--- src/rtl/rst_seq_pkg.sv ---
// Shared types and default timing constants for the board reset sequencer.
package rst_seq_pkg;

    typedef enum logic [1:0] {
        ST_RESET     = 2'd0,
        ST_WAIT_LOCK = 2'd1,
        ST_HOLD      = 2'd2,
        ST_RELEASE   = 2'd3
    } rst_state_e;

    localparam int unsigned DEF_N_STAGES        = 3;
    localparam int unsigned DEF_HOLD_CYCLES     = 1024;
    localparam int unsigned DEF_STAGE_GAP       = 16;
    localparam int unsigned DEF_DEBOUNCE_CYCLES = 65536;

    // Bits needed to hold any value in 0..max_val (at least one bit).
    function automatic int unsigned cnt_width(input int unsigned max_val);
        int unsigned w;
        w = 1;
        while ((w < 32) && ((64'(1) << w) <= 64'(max_val))) begin
            w = w + 1;
        end
        return w;
    endfunction

endpackage

--- src/rtl/btn_debounce.sv ---
// Two-flop synchronizer followed by a stable-count debouncer; o_q flips only
// after the synchronized input has differed from it for CYCLES consecutive cycles.
module btn_debounce
    import rst_seq_pkg::*;
#(
    parameter int unsigned CYCLES = DEF_DEBOUNCE_CYCLES
) (
    input  logic i_clk,
    input  logic i_rst,
    input  logic i_d,
    output logic o_q
);

    localparam int unsigned CNT_W = cnt_width(CYCLES);

    logic [1:0]       sync_q, sync_d;
    logic [CNT_W-1:0] cnt_q, cnt_d;
    logic             db_q, db_d;

    always_comb begin
        sync_d = {sync_q[0], i_d};
        cnt_d  = '0;
        db_d   = db_q;
        // Any sample matching the current state restarts the stability count.
        if (sync_q[1] != db_q) begin
            if (cnt_q == CNT_W'(CYCLES - 1)) begin
                db_d = sync_q[1];
            end else begin
                cnt_d = cnt_q + CNT_W'(1);
            end
        end
    end

    always_ff @(posedge i_clk or posedge i_rst) begin
        if (i_rst) begin
            sync_q <= '0;
            cnt_q  <= '0;
            db_q   <= 1'b0;
        end else begin
            sync_q <= sync_d;
            cnt_q  <= cnt_d;
            db_q   <= db_d;
        end
    end

    assign o_q = db_q;

endmodule

--- src/rtl/rst_sequencer.sv ---
// Board reset sequencer: holds all domains in reset until lock and a released
// button, waits a hold time, then releases domains one by one in thermometer order.
module rst_sequencer
    import rst_seq_pkg::*;
#(
    parameter int unsigned N_STAGES        = DEF_N_STAGES,
    parameter int unsigned HOLD_CYCLES     = DEF_HOLD_CYCLES,
    parameter int unsigned STAGE_GAP       = DEF_STAGE_GAP,
    parameter int unsigned DEBOUNCE_CYCLES = DEF_DEBOUNCE_CYCLES
) (
    input  logic                i_clk,
    input  logic                i_rst,
    input  logic                i_pll_locked,
    input  logic                i_btn_n,
    output logic [N_STAGES-1:0] o_rstn,
    output logic                o_ready,
    output logic [1:0]          o_state
);

    localparam int unsigned HOLD_W = cnt_width(HOLD_CYCLES);
    localparam int unsigned GAP_W  = cnt_width(STAGE_GAP);

    logic [1:0]          lock_sync_q, lock_sync_d;
    logic                lock_s;
    logic                btn_press;
    logic                btn_db;
    logic                abort;

    rst_state_e          state_q, state_d;
    logic [HOLD_W-1:0]   hold_cnt_q, hold_cnt_d;
    logic [GAP_W-1:0]    gap_cnt_q, gap_cnt_d;
    logic [N_STAGES-1:0] rstn_q, rstn_d;
    logic                ready_q, ready_d;

    assign btn_press = ~i_btn_n;

    btn_debounce #(
        .CYCLES (DEBOUNCE_CYCLES)
    ) u_btn_debounce (
        .i_clk (i_clk),
        .i_rst (i_rst),
        .i_d   (btn_press),
        .o_q   (btn_db)
    );

    always_comb begin
        lock_sync_d = {lock_sync_q[0], i_pll_locked};
    end

    assign lock_s = lock_sync_q[1];
    assign abort  = ~lock_s | btn_db;

    // Next-state and counter logic; abort outranks any terminal count.
    always_comb begin
        state_d    = state_q;
        hold_cnt_d = hold_cnt_q;
        gap_cnt_d  = gap_cnt_q;
        rstn_d     = rstn_q;
        ready_d    = 1'b0;

        unique case (state_q)
            ST_RESET: begin
                state_d = ST_WAIT_LOCK;
                rstn_d  = '0;
            end
            ST_WAIT_LOCK: begin
                hold_cnt_d = '0;
                gap_cnt_d  = '0;
                rstn_d     = '0;
                if (lock_s && !btn_db) begin
                    state_d = ST_HOLD;
                end
            end
            ST_HOLD: begin
                if (abort) begin
                    state_d    = ST_WAIT_LOCK;
                    hold_cnt_d = '0;
                    gap_cnt_d  = '0;
                    rstn_d     = '0;
                end else if (hold_cnt_q == HOLD_W'(HOLD_CYCLES - 1)) begin
                    state_d   = ST_RELEASE;
                    gap_cnt_d = '0;
                    rstn_d    = N_STAGES'(1);
                end else begin
                    hold_cnt_d = hold_cnt_q + HOLD_W'(1);
                end
            end
            ST_RELEASE: begin
                if (abort) begin
                    state_d    = ST_WAIT_LOCK;
                    hold_cnt_d = '0;
                    gap_cnt_d  = '0;
                    rstn_d     = '0;
                end else if (&rstn_q) begin
                    ready_d = 1'b1;
                end else if (gap_cnt_q == GAP_W'(STAGE_GAP - 1)) begin
                    rstn_d    = (rstn_q << 1) | N_STAGES'(1);
                    gap_cnt_d = '0;
                end else begin
                    gap_cnt_d = gap_cnt_q + GAP_W'(1);
                end
            end
            default: begin
                state_d = ST_RESET;
                rstn_d  = '0;
            end
        endcase
    end

    always_ff @(posedge i_clk or posedge i_rst) begin
        if (i_rst) begin
            lock_sync_q <= '0;
            state_q     <= ST_RESET;
            hold_cnt_q  <= '0;
            gap_cnt_q   <= '0;
            rstn_q      <= '0;
            ready_q     <= 1'b0;
        end else begin
            lock_sync_q <= lock_sync_d;
            state_q     <= state_d;
            hold_cnt_q  <= hold_cnt_d;
            gap_cnt_q   <= gap_cnt_d;
            rstn_q      <= rstn_d;
            ready_q     <= ready_d;
        end
    end

    assign o_rstn  = rstn_q;
    assign o_ready = ready_q;
    assign o_state = state_q;

endmodule

--- config.mk ---
export PLATFORM = sky130hd
export DESIGN_NAME = rst_sequencer
export DESIGN_NICKNAME = d
export VERILOG_FILES = /design/src/rtl/rst_seq_pkg.sv /design/src/rtl/btn_debounce.sv /design/src/rtl/rst_sequencer.sv
export SDC_FILE = /design/constraint.sdc
export NUM_CORES = 1
export LEC_CHECK = 0
export BUFFER_PORTS_ARGS = -buffer_cell sky130_fd_sc_hd__buf_2
export CAP_MARGIN = 20
export CORE_ASPECT_RATIO = 0.9
export CORE_MARGIN = 3
export CORE_UTILIZATION = 30
export DETAILED_ROUTE_END_ITERATION = 7
export GPL_ROUTABILITY_DRIVEN = 0
export RECOVER_POWER = 50
export SLEW_MARGIN = 10
export SYNTH_ARGS = -nofsm -noshare
export SYNTH_HDL_FRONTEND = slang
export SYNTH_SLANG_ARGS = --single-unit
--- constraint.sdc ---
create_clock -name i_clk -period 5 [get_ports i_clk]
set_input_delay 0.25 -clock i_clk [delete_from_list [all_inputs] [get_ports i_clk]]
set_output_delay 0.25 -clock i_clk [all_outputs]
set_load 0.01 [all_outputs]
==> run summary, run 1 <==
status: finished with violations
failing checks: max-capacitance violations, max-slew violations
register area share after synthesis: 48.1%
unrepaired setup endpoints after global routing: no
Via density: 5.01
maximum buffer depth of the clock tree: 2
drt pass-1 iters: 4
Final ANT Viol Nets: 0
clock latency on the worst-skew pair: 0.30 ns
DRT met1 WL: 2150 um
Net Sw Power: 0.000280 W
Final Cell Area: 0.00254 mm^2
initial antenna violation count: 0
Critical Path Fanout Max: 15
final-report max-slew violation count: 45
# H-tree levels: 2
diodes inserted: 0
Pint: 0.000594 W
most used flip-flop cell after synthesis: dfrtp_1
crit path DAT: 2.44 ns
share of power burned in registers: 45.7%
Worst Path Required: 5.19 ns
syn_nets: 234
synth unique cells: 57
Setup TNS: 0 ns
most frequent cells in the layout: dfrtp_1, nor2_1, inv_1
fmax: 446 MHz
Die Ht: 88.8 um
max cap viols: 1
clock-pin slew on the worst setup and hold paths: 0.09 ns
Yosys reg bits: 44
Vias: 1642
drt total wl: 4170 um
Slew HR: -10.7%
most common cell after layout, fill and taps aside: dfrtp_1
final hold vios: 0
largest net degree at the start of global routing: 45
power share of the clock group: 31.1%
Starting Density: 31.7%
routed wl met2: 1790 um
PortBufs: 9
met3 WL: 139 um
uppermost layer routed: met4
clk_skew: 0.00630 ns
clock root cell: clkbuf_8
Pleak: 1.08 nW
layout cells sized above 1: 12.8%
row count: 29
residual DRC count: 0
Worst setup EP type: register
DRT iter0 DRCs: 90
Comb power frac: 23.2%
Synth async-reset ratio: 100%
Final nets: 246
first-pass GRT wire length: 7360 um
post-route clock period utilization: 44.8%
Overall Global Routing Usage: 10.5%
Least-Margin Pin Slew: 1.66 ns
area of placed instances: 0.00243 mm^2
hpwl dp: 2920 um
WS Path Type: reg -> reg
Post-Syn Instances: 222
Peak VDD IR: 0.174 mV
Ys Warns: 0
type of the most critical hold path: in -> reg
Worst setup SP type: register
mean routed wirelength per cell: 12.7 um
Mapped Avg Cell Area: 10.3 um^2
die area: 0.00871 mm^2
Layout area overhead: 10.9%
Cell Area, Synth: 0.00229 mm^2
CTS Hold Bufs: 0
GRT overflow: 0
Die Wd: 98.0 um
clock sinks: 44
num ports: 10
core footprint: 0.00722 mm^2
post-cts resize count: 0
Sw Ratio: 32.1%
number of synthesized flops with an enable pin: 0
Core Util, Final: 35.1%
TritonCTS buffer count: 5
Pwr Total: 0.000874 W
TritonCTS clock tree: done
# Post-CTS Setup Buffers: 0
final setup violation count: 0
min Tclk post-route: 2.24 ns
vias in the first global route: 1559
Power Density: 345 mW/mm^2
## stage by stage
step	hold slack [ns]	instances	worst slack (ns)
3_5_place_dp	0.337	320	2.79
4_1_cts	0.0381	328	2.76
6_report	0.0537	328	2.76
5_1_grt	0.0431	328	2.59
2_1_floorplan	0.281	222	3.05
3_3_place_gp	0.332	320	2.79
## cells by family after synthesis
logic type      share of synthesized area [%]
compound gates                           14.0
xor+xnor                                 5.36
fa+ha+maj                                4.38
buf+inv                                  3.45
flops                                    48.1
mux                                      3.17
simple gates                             21.6
## Yosys cell counts, types with 2 or more instances
cell	count	area, um^2
o211ai_1	2	15.0
xnor2_1	8	70.1
nor3_1	9	45.0
nand3_1	10	50.1
o211a_1	2	20.0
a2bb2oi_1	2	17.5
nand2_1	14	52.6
nor4_1	3	18.8
nor2_1	24	90.1
and2_1	2	12.5
nand4_1	3	18.8
or3_1	3	18.8
xor2_1	6	52.6
mux2_2	2	22.5
a21oi_1	5	25.0
a22o_1	2	17.5
inv_1	15	56.3
and4_1	3	26.3
clkbuf_1	3	11.3
dfrtp_1	44	1100
o21ai_0	11	55.1
ha_1	8	100
mux2i_1	5	50.1
o31ai_1	2	15.0
a21boi_0	2	15.0
## critical path: stages (launching register included)
cell and delay, ns:
dfrtp_1 0.45, inv_1 0.13, ha_1 0.20, inv_1 0.06
nor2_1 0.80, a21oi_2 0.18, mux2_2 0.33
## routing by layer
metal / GRT usage (%) / vias up
met1: 14.5 / 787
met3: 2.36 / 8
met4: 4.91 / 0
met5: 0 / -
met2: 15.8 / 20
li1: - / 827
## worst paths after layout
path,start,end,slack [ns],depth (start not counted)
max,o_state[0]$_DFFE_PP0P_,o_rstn[2]$_DFFE_PP0P_,2.76,6
min,i_pll_locked,lock_sync_q[0]$_DFF_PP0_,0.05,1
max reg2reg,o_state[0]$_DFFE_PP0P_,o_rstn[2]$_DFFE_PP0P_,2.76,6
min reg2reg,u_btn_debounce.sync_q[0]$_DFF_PP0_,u_btn_debounce.sync_q[1]$_DFF_PP0_,0.35,0
max in group asynchronous,i_rst,u_btn_debounce.cnt_q[3]$_DFF_PP0_,3.58,2
min in group asynchronous,i_rst,hold_cnt_q[6]$_DFFE_PP0P_,0.44,2
## cell type report
type | instances | area, um^2
Clock buffer | 5 | 68.8
Sequential cell | 44 | 1100
Clock inverter | 3 | 42.5
Inverter | 15 | 56.3
Fill cell | 732 | 4680
Tap cell | 93 | 116
Multi-Input combinational cell | 159 | 1110
Timing Repair Buffer | 9 | 45.0
## power groups by stage
stage | Combinational, W | Sequential, W | Clock, W
final | 0.000203 | 0.000399 | 0.000272
after global routing | 0.000232 | 0.000403 | 0.000296
after CTS | 0.000206 | 0.000400 | 0.000286
after detailed placement | 0.000204 | 0.000406 | 0
after global placement | 0.000201 | 0.000405 | 0
after floorplan | 0.000148 | 0.000405 | 0
## flip-flops by register name, indices dropped and copies added (netlist names), 2 cells and up
register and count:
u_btn_debounce.cnt_q 17, hold_cnt_q 11, gap_cnt_q 5, o_rstn 3
lock_sync_q 2, o_state 2, u_btn_debounce.sync_q 2
Note: power is estimated with default switching activity, not from simulation.
==> inputs of run 2 (changes only) <==
--- a/config.mk
+++ b/config.mk
@@ -5,6 +5,7 @@
 export SDC_FILE = /design/constraint.sdc
 export NUM_CORES = 1
 export LEC_CHECK = 0
+export ABC_AREA = 1
 export BUFFER_PORTS_ARGS = -buffer_cell sky130_fd_sc_hd__buf_2
 export CAP_MARGIN = 20
 export CORE_ASPECT_RATIO = 0.9
==> constraint.sdc (replaced) <==
create_clock -name i_clk -period 2.2 [get_ports i_clk]
set_input_delay 0.11 -clock i_clk [delete_from_list [all_inputs] [get_ports i_clk]]
set_output_delay 0.11 -clock i_clk [all_outputs]
set_load 0.01 [all_outputs]
==> run summary, run 2 <==
status: completed
Pleak: 1.30 nW
min Tclk post-route: 1.82 ns
TritonCTS clock tree: done
drt pass-1 iters: 4
clock root cell: clkbuf_8
TritonCTS buffer count: 5
Cell Area, Synth: 0.00240 mm^2
Biggest register: u_btn_debounce.cnt_q
crit path DAT: 2.06 ns
area of the multi-input gates: 0.00116 mm^2
die area: 0.00911 mm^2
Final ANT Viol Nets: 0
drt total wl: 4400 um
first-pass GRT wire length: 8080 um
routing usage on met2: 16.4%
Slew HR: 33.8%
most frequent cells in the layout: nand2_1, nor2_1, dfrtp_1
PortBufs: 9
Synth area leader: dfrtp_1
Worst setup SP type: register
clock latency on the worst-skew pair: 0.30 ns
most common cell after layout, fill and taps aside: nand2_1
register area share after synthesis: 45.9%
residual DRC count: 0
register area: 0.00110 mm^2
maximum buffer depth of the clock tree: 2
mean routed wirelength per cell: 10.6 um
vias in the first global route: 1857
unrepaired setup endpoints after global routing: no
hpwl dp: 3350 um
max reg flops: 17
Via density: 4.53
Mapped Avg Cell Area: 8.11 um^2
Layout area overhead: 14.8%
clock sinks: 44
Peak VDD IR: 0.367 mV
GRT overflow: 0
Starting Density: 31.3%
pre-CTS worst setup slack: 0.386 ns
# H-tree levels: 2
GRT met1 Usage: 14.5%
Die Wd: 100 um
Ys Warns: 0
layout cells sized above 1: 12.9%
number of synthesized flops with an enable pin: 0
Post-Syn Instances: 296
# Post-CTS Setup Buffers: 0
clock-pin slew on the worst setup and hold paths: 0.09 ns
largest net degree at the start of global routing: 20
clk_skew: 0.00780 ns
top-count cell post-synth: nand2_1
WS Path Type: reg -> reg
initial antenna violation count: 0
type of the most critical hold path: reg -> reg
GRT busiest layer: met2
synth unique cells: 33
final hold slack: 0.354 ns
Worst setup EP type: register
Top Registers: u_btn_debounce.cnt_q (17), hold_cnt_q (11), gap_cnt_q (5)
grt met3 use: 2.47%
area share of the largest cell type after synthesis: 45.9%
Synth async-reset ratio: 100%
fmax: 550 MHz
Worst Path Required: 2.44 ns
final setup violation count: 0
Vias: 1874
Pwr Total: 0.00223 W
row count: 30
Setup TNS: 0 ns
diodes inserted: 0
Yosys reg bits: 44
Power Density: 811 mW/mm^2
core footprint: 0.00766 mm^2
largest cells by area after synthesis: dfrtp_1, nand2_1, nor2_1, nand3_1, inv_1
CTS Hold Bufs: 3
max cap viols: 0
final hold vios: 0
post-route clock period utilization: 82.7%
top post-synthesis cells by count: nand2_1, dfrtp_1, nor2_1
most used flip-flop cell after synthesis: dfrtp_1
DRT iter0 DRCs: 77
final worst slack: 0.380 ns
Critical Path Fanout Max: 9
Overall Global Routing Usage: 10.7%
final-report max-slew violation count: 0
post-cts resize count: 0
num ports: 10
Least-Margin Pin Slew: 0.994 ns
Filler Cell Count: 829
Final nets: 329
syn_nets: 308
Die Ht: 90.9 um
-- run 2: cell count changes in the layout (fill, tap and decap cells not counted), sizes merged, moves of 9 or more --
cell   before  now
nor2       24   50
nand3      12   25
inv        15   33
nor3       10    1
nand2      14   86
-- run 2: final timing paths --
| kind | from | end | slack (ns) | depth (start not counted) |
|---|---|---|---|---|
| min in group asynchronous | i_rst | u_btn_debounce.cnt_q[10]$_DFF_PP0_ | 0.39 | 3 |
| max | o_state[0]$_DFFE_PP0P_ | hold_cnt_q[0]$_DFFE_PP0P_ | 0.38 | 8 |
| min reg2reg | lock_sync_q[0]$_DFF_PP0_ | lock_sync_q[1]$_DFF_PP0_ | 0.35 | 0 |
| max reg2reg | o_state[0]$_DFFE_PP0P_ | hold_cnt_q[0]$_DFFE_PP0P_ | 0.38 | 8 |
| max in group asynchronous | i_rst | u_btn_debounce.sync_q[1]$_DFF_PP0_ | 0.52 | 4 |
| min | lock_sync_q[0]$_DFF_PP0_ | lock_sync_q[1]$_DFF_PP0_ | 0.35 | 0 |
-- run 2: worst max-delay path, stage by stage, from the launching register on --
cell and delay (ns):
dfrtp_1 0.44, inv_1 0.11, ha_1 0.30, inv_2 0.11, nor2_8 0.18, nand2_4 0.12, nor2_1 0.31, inv_1 0.07
o21ai_1 0.11
-- run 2: cell families (layout without fill, tap and decap cells) --
kind of cell	count (synthesis)	count (layout)	synth area share [%]
adders and majority gates	8	8	4.17
and+or+nand+nor	176	176	34.6
buffers and inverters	35	57	5.89
xor gates and xnor gates	11	11	4.01
AOI/OAI and AO/OA	22	22	5.42
DFF	44	44	45.9
-- run 2: stage by stage --
stage / instance area (um^2) / instances / util [%]
2_1_floorplan: 2400 / 296 / -
3_3_place_gp: 2580 / 403 / 33.6
3_5_place_dp: 2580 / 403 / 33.6
4_1_cts: 2770 / 414 / 36.1
5_1_grt: 2760 / 414 / 36.0
6_report: 2760 / 414 / 36.0
-- run 2: layout make-up --
cell class | instances | share of cell area [%]
Clock buffer | 5 | 2.50
Clock inverter | 3 | 3.27
Inverter | 34 | 4.72
Multi-Input combinational cell | 217 | 42.0
Sequential cell | 44 | 40.0
Tap cell | 96 | 4.36
Timing Repair Buffer | 15 | 3.18
-- run 2: power by group --
| part | internal (W) | switching, W |
|---|---|---|
| sequential | 0.000849 | 0.0000493 |
| clock | 0.000568 | 0.000288 |
| combinational | 0.000156 | 0.000324 |
-- run 2: metal layers --
metal,up-vias,wire length (um)
met4,0,76
met1,855,2320
met3,6,147
met5,-,0
li1,986,-
met2,27,1860
==> inputs of run 3 (changes only) <==
==> constraint.sdc (replaced) <==
create_clock -name i_clk -period 1.83 [get_ports i_clk]
set_input_delay 0.0915 -clock i_clk [delete_from_list [all_inputs] [get_ports i_clk]]
set_output_delay 0.0915 -clock i_clk [all_outputs]
set_load 0.01 [all_outputs]
==> run summary, run 3 (same netlist as run 2, synthesis figures left out) <==
core footprint: 0.00766 mm^2
drt pass-1 iters: 4
clock-pin slew on the worst setup and hold paths: 0.08 ns
residual DRC count: 0
vias in the first global route: 1825
Vias: 1877
crit path DAT: 1.82 ns
GRT met1 Usage: 14.7%
Least-Margin Pin Slew: 0.764 ns
final setup violation count: 0
Layout area overhead: 14.4%
post-route clock period utilization: 89.2%
status: completed
Worst setup SP type: register
Overall Global Routing Usage: 10.9%
DRT iter0 DRCs: 124
Final nets: 331
unrepaired setup endpoints after global routing: no
CP bufs+invs: 2
drt total wl: 4430 um
hpwl dp: 3300 um
min Tclk post-route: 1.63 ns
Via density: 4.51
layout cells sized above 1: 13.8%
WS Path Type: reg -> reg
Power Density: 912 mW/mm^2
Top Registers: u_btn_debounce.cnt_q (17), hold_cnt_q (11), gap_cnt_q (5)
maximum buffer depth of the clock tree: 2
Final ANT Viol Nets: 0
largest net degree at the start of global routing: 21
clk_skew: 0.00463 ns
Die Wd: 100 um
clock root cell: clkbuf_8
Worst Path Required: 2.02 ns
PortBufs: 9
Critical Path Fanout Max: 6
max reg flops: 17
Worst setup EP type: register
initial antenna violation count: 0
clock latency on the worst-skew pair: 0.30 ns
GRT busiest layer: met2
# Post-CTS Setup Buffers: 0
die area: 0.00911 mm^2
max cap viols: 0
Biggest register: u_btn_debounce.cnt_q
diodes inserted: 0
Slew HR: 49.0%
mean routed wirelength per cell: 10.6 um
TritonCTS clock tree: done
row count: 30
TritonCTS buffer count: 5
clock sinks: 44
GRT overflow: 0
final-report max-slew violation count: 0
# H-tree levels: 2
Crit path max-delay family: simple AND/OR/NAND/NOR gates
fmax: 613 MHz
Setup TNS: 0 ns
R2R setup slack: 0.20 ns
grt met3 use: 2.16%
pre-CTS worst setup slack: 0.162 ns
first-pass GRT wire length: 8200 um
Starting Density: 31.3%
routing usage on met2: 17.1%
final worst slack: 0.198 ns
Die Ht: 90.9 um
Pleak: 1.29 nW
type of the most critical hold path: reg -> reg
Peak VDD IR: 0.493 mV
crit path cell chain: ha_1 > inv_2 > nor2_4 > nand3b_1 > inv_1 > nor2_4 > nand2_2 > nand2_1 > nand2_1
most common cell after layout, fill and taps aside: nand2_1
num ports: 10
slowest CP cell: dfrtp_2
most frequent cells in the layout: nand2_1, nor2_1, dfrtp_1
CP peak stage delay: 0.44 ns
final hold vios: 0
[run 3: path summary, 6_finish.rpt]
check / endpoint / from / cells after the start
worst max-delay path: gap_cnt_q[0]$_DFFE_PP0P_ / o_state[0]$_DFFE_PP0P_ / 9
worst min-delay path: lock_sync_q[1]$_DFF_PP0_ / lock_sync_q[0]$_DFF_PP0_ / 0
min in group asynchronous: u_btn_debounce.cnt_q[14]$_DFF_PP0_ / i_rst / 3
worst max register to register: gap_cnt_q[0]$_DFFE_PP0P_ / o_state[0]$_DFFE_PP0P_ / 9
max in group asynchronous: o_rstn[0]$_DFFE_PP0P_ / i_rst / 4
worst min register to register: lock_sync_q[1]$_DFF_PP0_ / lock_sync_q[0]$_DFF_PP0_ / 0
[run 3: metrics by stage]
| step | std cells | cell area (um^2) | utilization [%] | power (W) | hold WS, ns |
|---|---|---|---|---|---|
| after global routing | 416 | 2750 | 35.8 | 0.00267 | 0.363 |
| after CTS | 416 | 2750 | 35.9 | 0.00255 | 0.360 |
| final | 416 | 2750 | 35.8 | 0.00250 | 0.357 |
| after global placement | 405 | 2590 | 33.8 | 0.00170 | 0.119 |
| after detailed placement | 405 | 2590 | 33.8 | 0.00170 | 0.125 |
| after floorplan | 296 | 2400 | - | 0.00157 | 0.123 |
[run 3: what timing repair did]
item	in CTS	in global routing
hold endpoints to repair	20	0
resized for setup	0	3
endpoints found under the setup margin	0	12
hold buffers	3	0
[run 3: layout make-up]
class	count	area, um^2
fillers	810	4910
multi-input cells	217	1160
flip-flops and latches	44	1100
inverters	34	130
well taps	96	120
repair buffers	17	101
clock buffers	7	96.3
clock inverters	1	30.0
[run 3: power breakdown]
| part | total (W) | leakage [nW] | internal (W) | switching (W) |
|---|---|---|---|---|
| clock network | 0.000820 | 0.0645 | 0.000482 | 0.000338 |
| registers | 0.00108 | 0.598 | 0.00102 | 0.0000519 |
| logic | 0.000607 | 0.623 | 0.000198 | 0.000409 |
[run 3: per-layer routing]
metal	wire [um]	up-vias	share of wire, %
li1	-	983	-
met1	2150	850	48
met2	2050	32	46
met3	139	12	3.1
met4	97	0	2.2
met5	0	-	0
